## src/rtl/cmd_sink_fifo.sv

```systemverilog
// Command sink: tag-checking first-word-fall-through FIFO with drop accounting.
// Optional push/pop statistics counters are enabled by defining CMD_SINK_FIFO_STATS_EN.
module cmd_sink_fifo #(
    parameter int unsigned DEPTH    = 8,
    parameter logic [1:0]  ADDR_TAG = 2'b10,
    parameter logic [1:0]  DATA_TAG = 2'b01
) (
    input  logic                       clock,
    input  logic                       reset,
    input  logic                       in_cmd_valid,
    input  logic                       in_cmd,
    input  logic [9:0]                 in_addr,
    input  logic [9:0]                 in_data,
    output logic                       out_valid,
    input  logic                       out_ready,
    output logic                       out_cmd,
    output logic [7:0]                 out_addr,
    output logic [7:0]                 out_data,
    output logic                       out_tag_err,
    output logic [$clog2(DEPTH):0]     level,
    output logic                       full,
    output logic                       empty,
    output logic                       overflow,
    output logic [7:0]                 drop_cnt,
    input  logic                       ovf_clr,
    output logic [15:0]                pushed_cnt,
    output logic [15:0]                popped_cnt
);

    localparam int unsigned AW = $clog2(DEPTH);

    typedef struct packed {
        logic       cmd;
        logic [7:0] addr;
        logic [7:0] data;
        logic       tag_err;
    } entry_t;

    entry_t      mem_q [DEPTH];
    entry_t      wr_entry;
    entry_t      head;
    logic [AW:0] wr_ptr_q, wr_ptr_d;
    logic [AW:0] rd_ptr_q, rd_ptr_d;
    logic        overflow_q, overflow_d;
    logic [7:0]  drop_cnt_q, drop_cnt_d;
    logic        push, pop, drop;

    always_comb begin
        empty     = (wr_ptr_q == rd_ptr_q);
        full      = (wr_ptr_q[AW] != rd_ptr_q[AW]) && (wr_ptr_q[AW-1:0] == rd_ptr_q[AW-1:0]);
        level     = wr_ptr_q - rd_ptr_q;
        out_valid = !empty;
        pop       = out_valid && out_ready;
        // A pop frees a slot this cycle, so a full FIFO can still accept.
        push      = in_cmd_valid && (!full || pop);
        drop      = in_cmd_valid && full && !pop;
        wr_ptr_d  = push ? wr_ptr_q + 1'b1 : wr_ptr_q;
        rd_ptr_d  = pop ? rd_ptr_q + 1'b1 : rd_ptr_q;

        wr_entry.cmd     = in_cmd;
        wr_entry.addr    = in_addr[7:0];
        wr_entry.data    = in_data[7:0];
        wr_entry.tag_err = (in_addr[9:8] != ADDR_TAG) || (in_data[9:8] != DATA_TAG);

        head        = mem_q[rd_ptr_q[AW-1:0]];
        out_cmd     = head.cmd;
        out_addr    = head.addr;
        out_data    = head.data;
        out_tag_err = head.tag_err;
    end

    // Clear first, then a same-cycle drop overrides it.
    always_comb begin
        overflow_d = overflow_q;
        drop_cnt_d = drop_cnt_q;
        if (ovf_clr) begin
            overflow_d = 1'b0;
            drop_cnt_d = 8'd0;
        end
        if (drop) begin
            overflow_d = 1'b1;
            if (drop_cnt_d != 8'hFF) drop_cnt_d = drop_cnt_d + 8'd1;
        end
    end

    always_ff @(posedge clock or posedge reset) begin
        if (reset) begin
            wr_ptr_q   <= '0;
            rd_ptr_q   <= '0;
            overflow_q <= 1'b0;
            drop_cnt_q <= 8'd0;
        end else begin
            wr_ptr_q   <= wr_ptr_d;
            rd_ptr_q   <= rd_ptr_d;
            overflow_q <= overflow_d;
            drop_cnt_q <= drop_cnt_d;
        end
    end

    always_ff @(posedge clock) begin
        if (push) mem_q[wr_ptr_q[AW-1:0]] <= wr_entry;
    end

    assign overflow = overflow_q;
    assign drop_cnt = drop_cnt_q;

`ifdef CMD_SINK_FIFO_STATS_EN
    logic [15:0] pushed_cnt_q, popped_cnt_q;

    always_ff @(posedge clock or posedge reset) begin
        if (reset) begin
            pushed_cnt_q <= 16'd0;
            popped_cnt_q <= 16'd0;
        end else begin
            if (push) pushed_cnt_q <= pushed_cnt_q + 16'd1;
            if (pop)  popped_cnt_q <= popped_cnt_q + 16'd1;
        end
    end

    assign pushed_cnt = pushed_cnt_q;
    assign popped_cnt = popped_cnt_q;
`else
    assign pushed_cnt = 16'd0;
    assign popped_cnt = 16'd0;
`endif

endmodule

```

## config.mk

```make
export PLATFORM = sky130hd
export DESIGN_NAME = cmd_sink_fifo
export DESIGN_NICKNAME = d
export VERILOG_FILES = /design/src/rtl/cmd_sink_fifo.sv
export SDC_FILE = /design/constraint.sdc
export NUM_CORES = 1
export LEC_CHECK = 0
export CAP_MARGIN = 10
export CORE_ASPECT_RATIO = 0.6
export CORE_MARGIN = 2
export CORE_UTILIZATION = 40
export CTS_BUF_LIST = sky130_fd_sc_hd__clkbuf_4 sky130_fd_sc_hd__clkbuf_8
export CTS_CLUSTER_DIAMETER = 40
export DETAILED_ROUTE_END_ITERATION = 10
export MAX_ROUTING_LAYER = met4
export PLACE_DENSITY = 0.64
export SETUP_SLACK_MARGIN = 0.02
export SLEW_MARGIN = 20
export SYNTH_ARGS = -nofsm -noshare
export SYNTH_HDL_FRONTEND = slang
export SYNTH_SLANG_ARGS = --single-unit
```

## constraint.sdc

```tcl
create_clock -name clock -period 5 [get_ports clock]
set_clock_uncertainty 0.2 [all_clocks]
set_input_delay 1 -clock clock [delete_from_list [all_inputs] [get_ports clock]]
set_output_delay 1 -clock clock [all_outputs]
set_load 0.01 [all_outputs]
```

### After elaboration in Yosys (flattened, before gate mapping)

Memories as Yosys holds them, arrays and structs flattened.
Index checks and enable logic that the tools add are counted.

| operators by class | value |
|---|---|
| reduce and logical (&&, ||, !) cells | 11 |
| equality and inequality tests | 6 |
| muxes and demuxes | 7 |
| add/sub/neg operators | 4 |

Operators with widths:

| kind | count |
|---|---|
| two-way mux 8 bit | 3 |
| adder 4 x 1 -> 4 bit, second input constant | 2 |
| adder 8 x 1 -> 8 bit, second input constant | 1 |
| != test 8 bit, second input constant | 1 |
| logical AND 1 bit | 5 |
| equality test 4 bit | 1 |
| two-way mux 1 bit | 4 |
| subtractor 4 bit | 1 |
| equality test 3 bit | 1 |
| zero test 1 bit | 3 |
| logical OR 1 bit | 2 |
| != test 2 x 1 -> 1 bit, second input constant | 1 |
| != test 2 bit, second input constant | 1 |
| nonzero test 2 bit | 1 |
| != test 1 bit | 1 |

| word-level totals | value |
|---|---|
| RAM bits | 144 |
| logic and storage cells | 33 |
| output and inout port bits | 66 |
| input bits | 26 |
| flip-flop bits (word level) | 17 |
| memories kept | 1 |

Memories:

| memory | words | bits a word | rd ports | clocked after Yosys merged registers in | write ports | RTL line | text |
|---|---|---|---|---|---|---|---|
| mem_q | 8 | 18 | 1 | 0 | 1 | 39 | `entry_t mem_q [DEPTH];` |

### Longest topological paths before layout

| logic depth | value |
|---|---|
| depth after elaboration | 7 |
| gate-level depth with buffers | 9 |
| gate-level depth less buffers | 6 |

### Least setup slack after synthesis

Ideal clock, no wire load.

| timing | value |
|---|---|
| kind | register to register |
| start point | register rd_ptr_q[1] |
| end point | memory mem_q[0][0] (netlist bit), enable pin |
| period minus slack after synthesis | 3.831 ns |
| data arrival time | 3.215 ns |
| required time | 4.384 ns |
| path slack | 1.169 ns |
| buffers on the path | 2 |
| library setup time | 0.416 ns |
| stages on the path, launching flop included | 9 |
| cell sequence | dfrtp_1 > clkbuf_1 > buf_1 > inv_1 > ha_1 > nand3_1 > o31a_1 > nand2_1 > nor3_1 |

| on the way | value |
|---|---|
| word-level cells in the longest chain between the ends | 7 |
| elaborated cells between the ends (all ways) | 10 |
| classes of those cells | eq/ne: 2; mux: 2; reduce/logical: 6 |

Ends and longest elaborated chain:

| item | RTL line | text |
|---|---|---|
| start: declaration | 43 | `logic [AW:0] rd_ptr_q, rd_ptr_d;` |
| start signal: assignment | 94 | `rd_ptr_q <= rd_ptr_d;` |
| equality test 4 bit / equality test 3 bit (equally long branches) | 49, 50 |  |
| zero test 1 bit / logical AND 1 bit (equally long branches) | 52, 50 |  |
| logical AND 1 bit / zero test 1 bit (equally long branches) | 53, 55 |  |
| logical OR 1 bit (*) | 55 | `push = in_cmd_valid && (!full \|\| pop);` |
| logical AND 1 bit (*) | 55 |  |
| two-way mux 1 bit (*) | 101 | `if (push) mem_q[wr_ptr_q[AW-1:0]] <= wr_entry;` |
| two-way mux 1 bit (not written as such) (*) | 101 |  |
| end: declaration | 39 |  |

Mark *: on every way between the ends. The rest lies on a longest branch, timed or not.

### Worst setup path in the final report

| timing | value |
|---|---|
| start point | register rd_ptr_q[2] |
| end point | output empty |

| on the way | value |
|---|---|
| word-level cells in the longest chain between the ends | 1 |

Ends and longest elaborated chain:

| item | RTL line | text |
|---|---|---|
| equality test 4 bit | 49 | `empty = (wr_ptr_q == rd_ptr_q);` |
| end: declaration | 22 | `output logic empty,` |

No other way between the ends.

==> impl_metrics.yaml <==
die:
  fp.dieW_um: 170.4
  rows: 36
  coreArea_um2: 16260
  die_area_um2: 17690
  initial_core_util: 0.4087
  io_pins: 92
  die-height_um: 103.8
layout:
  synthToLayoutAreaGrowth_pct: 17.34
  final_nets: 497
  fin_cells: 704
  diodes: 0
  drive_gt1_frac: 0.1660
  fill_cells: 1371
detailed_routing:
  drt_iter0_drc: 254
  drtPass1Iterations: 4
  antenna_left: 0
  routedWlPerCell_um: 18.50
  vias_per_cell: 4.908
  drc: 0
  wirelength_um: 13020
  vias: 3455
placed_design:
  dp_worst_setup_slack_ps: 1471
  portBuffers: 59
  place_congestion: 0.7954
  dp_hpwl_um: 7930
  placedCellCount: 674
grt:
  first_global_vias: 3526
  antenna_found_initial: 0
  grt_pass1_wl_um: 20270
  grt_max_degree: 41
  grt_usage: 0.1600
  grt_overflow: 0
logic_synthesis:
  synthTopCellsByArea: "edfxtp_1 65%, mux4_2 12%, dfrtp_1 6.4%"
  synth_edf_count: 144
  ys_seq_area_frac: 0.7147
  yosys_warnings: 0
  yosysMostFrequentCell: "edfxtp_1"
  yosysTopAreaCell: "edfxtp_1"
  syn-cell-area_um2: 6645
  synthesis.instances: 390
  synthFlopType: "edfxtp_1"
  async_flop_share: 0.1056
  avgSynthCellArea_um2: 17.04
  synth_top_area_share: 0.6507
  ys_seq_elements: 161
  yosys.cell_types.count: 37
  yosys-top-cells-count: "144 x edfxtp_1, 66 x nand2_1, 36 x mux4_2"
clock_tree:
  clkSlewWorstSetupHoldPaths_ps: 90
  clock-sinks: 161
  cts_hold_buf: 0
  cts_max_level: 4
  numCtsBuffers: 17
  cts_resized: 0
  cts_root_buffer: "clkbuf_8"
  insertion_delay_ps: 440
  cts_max_path_buffers: 2
  cts_tree: "built"
  post-cts-setup-buffers: 0
setup_path:
  cp.required_ps: 3800
  rrSetupSlack_ps: 1580
  path_class: "flip-flop to primary output"
  cp_max_fo: 21
  crit_arrival_ps: 2710
  cp-end-kind: "primary output"
  cp-start-kind: "flip-flop"
pwr:
  peakVddDrop_mv: 0.2443
  power_density_nw_per_um2: 552.7
  total_power_mw: 4.310
  p_leak_nw: 2.700
sta:
  setup_violations: 0
  layout_min_cycle_time_ps: 3910
  worst_slack_ps: 1090
  fmax_mhz: 255.7
  rsz0062_at_grt: "false"
  period_share: 0.7820
  hold_viol: 0
  finalSetupTns_ps: 0
  slew_headroom: 0.3330
  worstMarginPinSlew_ps: 999.4
  drv_slew: 0
outcome:
  status: "completed"
job:
  drv_cap: 0
worst_hold_path:
  min_path_type: "flip-flop to flip-flop"
critical path, stage by stage, from the launching register on:
cell             delay [ps]
dfrtp_1                 330
buf_4                   280
clkinv_1                110
buf_4                   230
ha_1                    390
nand4_1                 250
inv_1                   120
clkdlybuf4s50_1         540
sequential cells by signal (all words and copies together), names as in the netlist:
| signal | cells |
|---|---|
| mem_q | 144 |
| overflow | 1 |
| rd_ptr_q | 4 |
| drop_cnt | 8 |
| wr_ptr_q | 4 |
layer usage:
layer,up-vias,GRT usage,share of wire
li1,1571,-,-
met1,1751,0.2216,0.46
met2,122,0.2358,0.47
met3,11,0.04318,0.068
met4,0,0.04274,0.0071
met5,-,-,0
kinds of logic after synthesis:
| logic type | count (synthesis) | synth area share |
|---|---|---|
| AO/OA/AOI/OAI | 20 | 0.02034 |
| XOR/XNOR | 9 | 0.01186 |
| adder cells (fa/ha/maj) | 6 | 0.01243 |
| multiplexers | 37 | 0.1237 |
| AND/OR/NAND/NOR | 99 | 0.06515 |
| buffers and inverters | 57 | 0.05121 |
| other | 1 | 0.0005643 |
| flip-flops | 161 | 0.7147 |
area by class of cell:
cell class	instances	area [um^2]	share of cell area
multi-input combinational	203	1682	0.2157
clock inverter	13	115.1	0.01476
clock buffer	17	234.0	0.03001
sequential	161	4751	0.6093
timing repair buffer	70	685.7	0.08793
tap	228	285.3	0.03659
inverter	12	45.04	0.005777
metrics by stage:
stage / util / area, um^2 / hold WS [ps]
2_1_floorplan: - / 6761 / 265.3
3_3_place_gp: 0.4581 / 7448 / 284.4
3_5_place_dp: 0.4581 / 7448 / 289.7
4_1_cts: 0.4795 / 7797 / 304.9
5_1_grt: 0.4795 / 7797 / 328.3
6_report: 0.4795 / 7797 / 301.4
layout by cell type (no fill, tap or decap), types with 2 or more instances in the layout:
| cell type | count |
|---|---|
| edfxtp_1 | 144 |
| nand2_1 | 66 |
| clkdlybuf4s50_1 | 59 |
| mux4_2 | 36 |
| conb_1 | 32 |
| clkbuf_8 | 17 |
| dfrtp_1 | 16 |
| inv_1 | 11 |
| buf_4 | 10 |
| xnor2_1 | 9 |
| nor2_1 | 9 |
| nand3_1 | 5 |
| ha_1 | 5 |
| a21oi_1 | 4 |
| clkinvlp_4 | 4 |
| clkinv_1 | 3 |
| nand2b_1 | 3 |
| a31oi_1 | 3 |
| o31ai_1 | 3 |
| o21ai_0 | 2 |
| a21o_1 | 2 |
| nand4_1 | 2 |
| nor4_1 | 2 |
| nor3_1 | 2 |
| or3_1 | 2 |
| o21a_1 | 2 |
| a41oi_1 | 2 |
| or4_1 | 2 |
| nor3_2 | 2 |
| clkinv_2 | 2 |
| inv_6 | 2 |
report_power, final:
group	internal, mW	leakage (nW)	switching (mW)
clock	0.389	0.167	0.483
combinational	0.828	1.01	0.852
sequential	1.68	1.52	0.0801
worst paths after layout:
path	from	to	depth (start not counted)
setup / recovery	rd_ptr_q[2]$_DFFE_PP0P_	empty	7
hold / removal	wr_ptr_q[3]$_DFFE_PP0P_	wr_ptr_q[3]$_DFFE_PP0P_	1
setup reg to reg	rd_ptr_q[2]$_DFFE_PP0P_	mem_q[7][15]$_DFFE_PP_	8
hold reg to reg	wr_ptr_q[3]$_DFFE_PP0P_	wr_ptr_q[3]$_DFFE_PP0P_	1
max in group asynchronous	reset	rd_ptr_q[0]$_DFFE_PP0P_	2
min in group asynchronous	reset	rd_ptr_q[2]$_DFFE_PP0P_	2
Power figures use the tool's default switching activity.
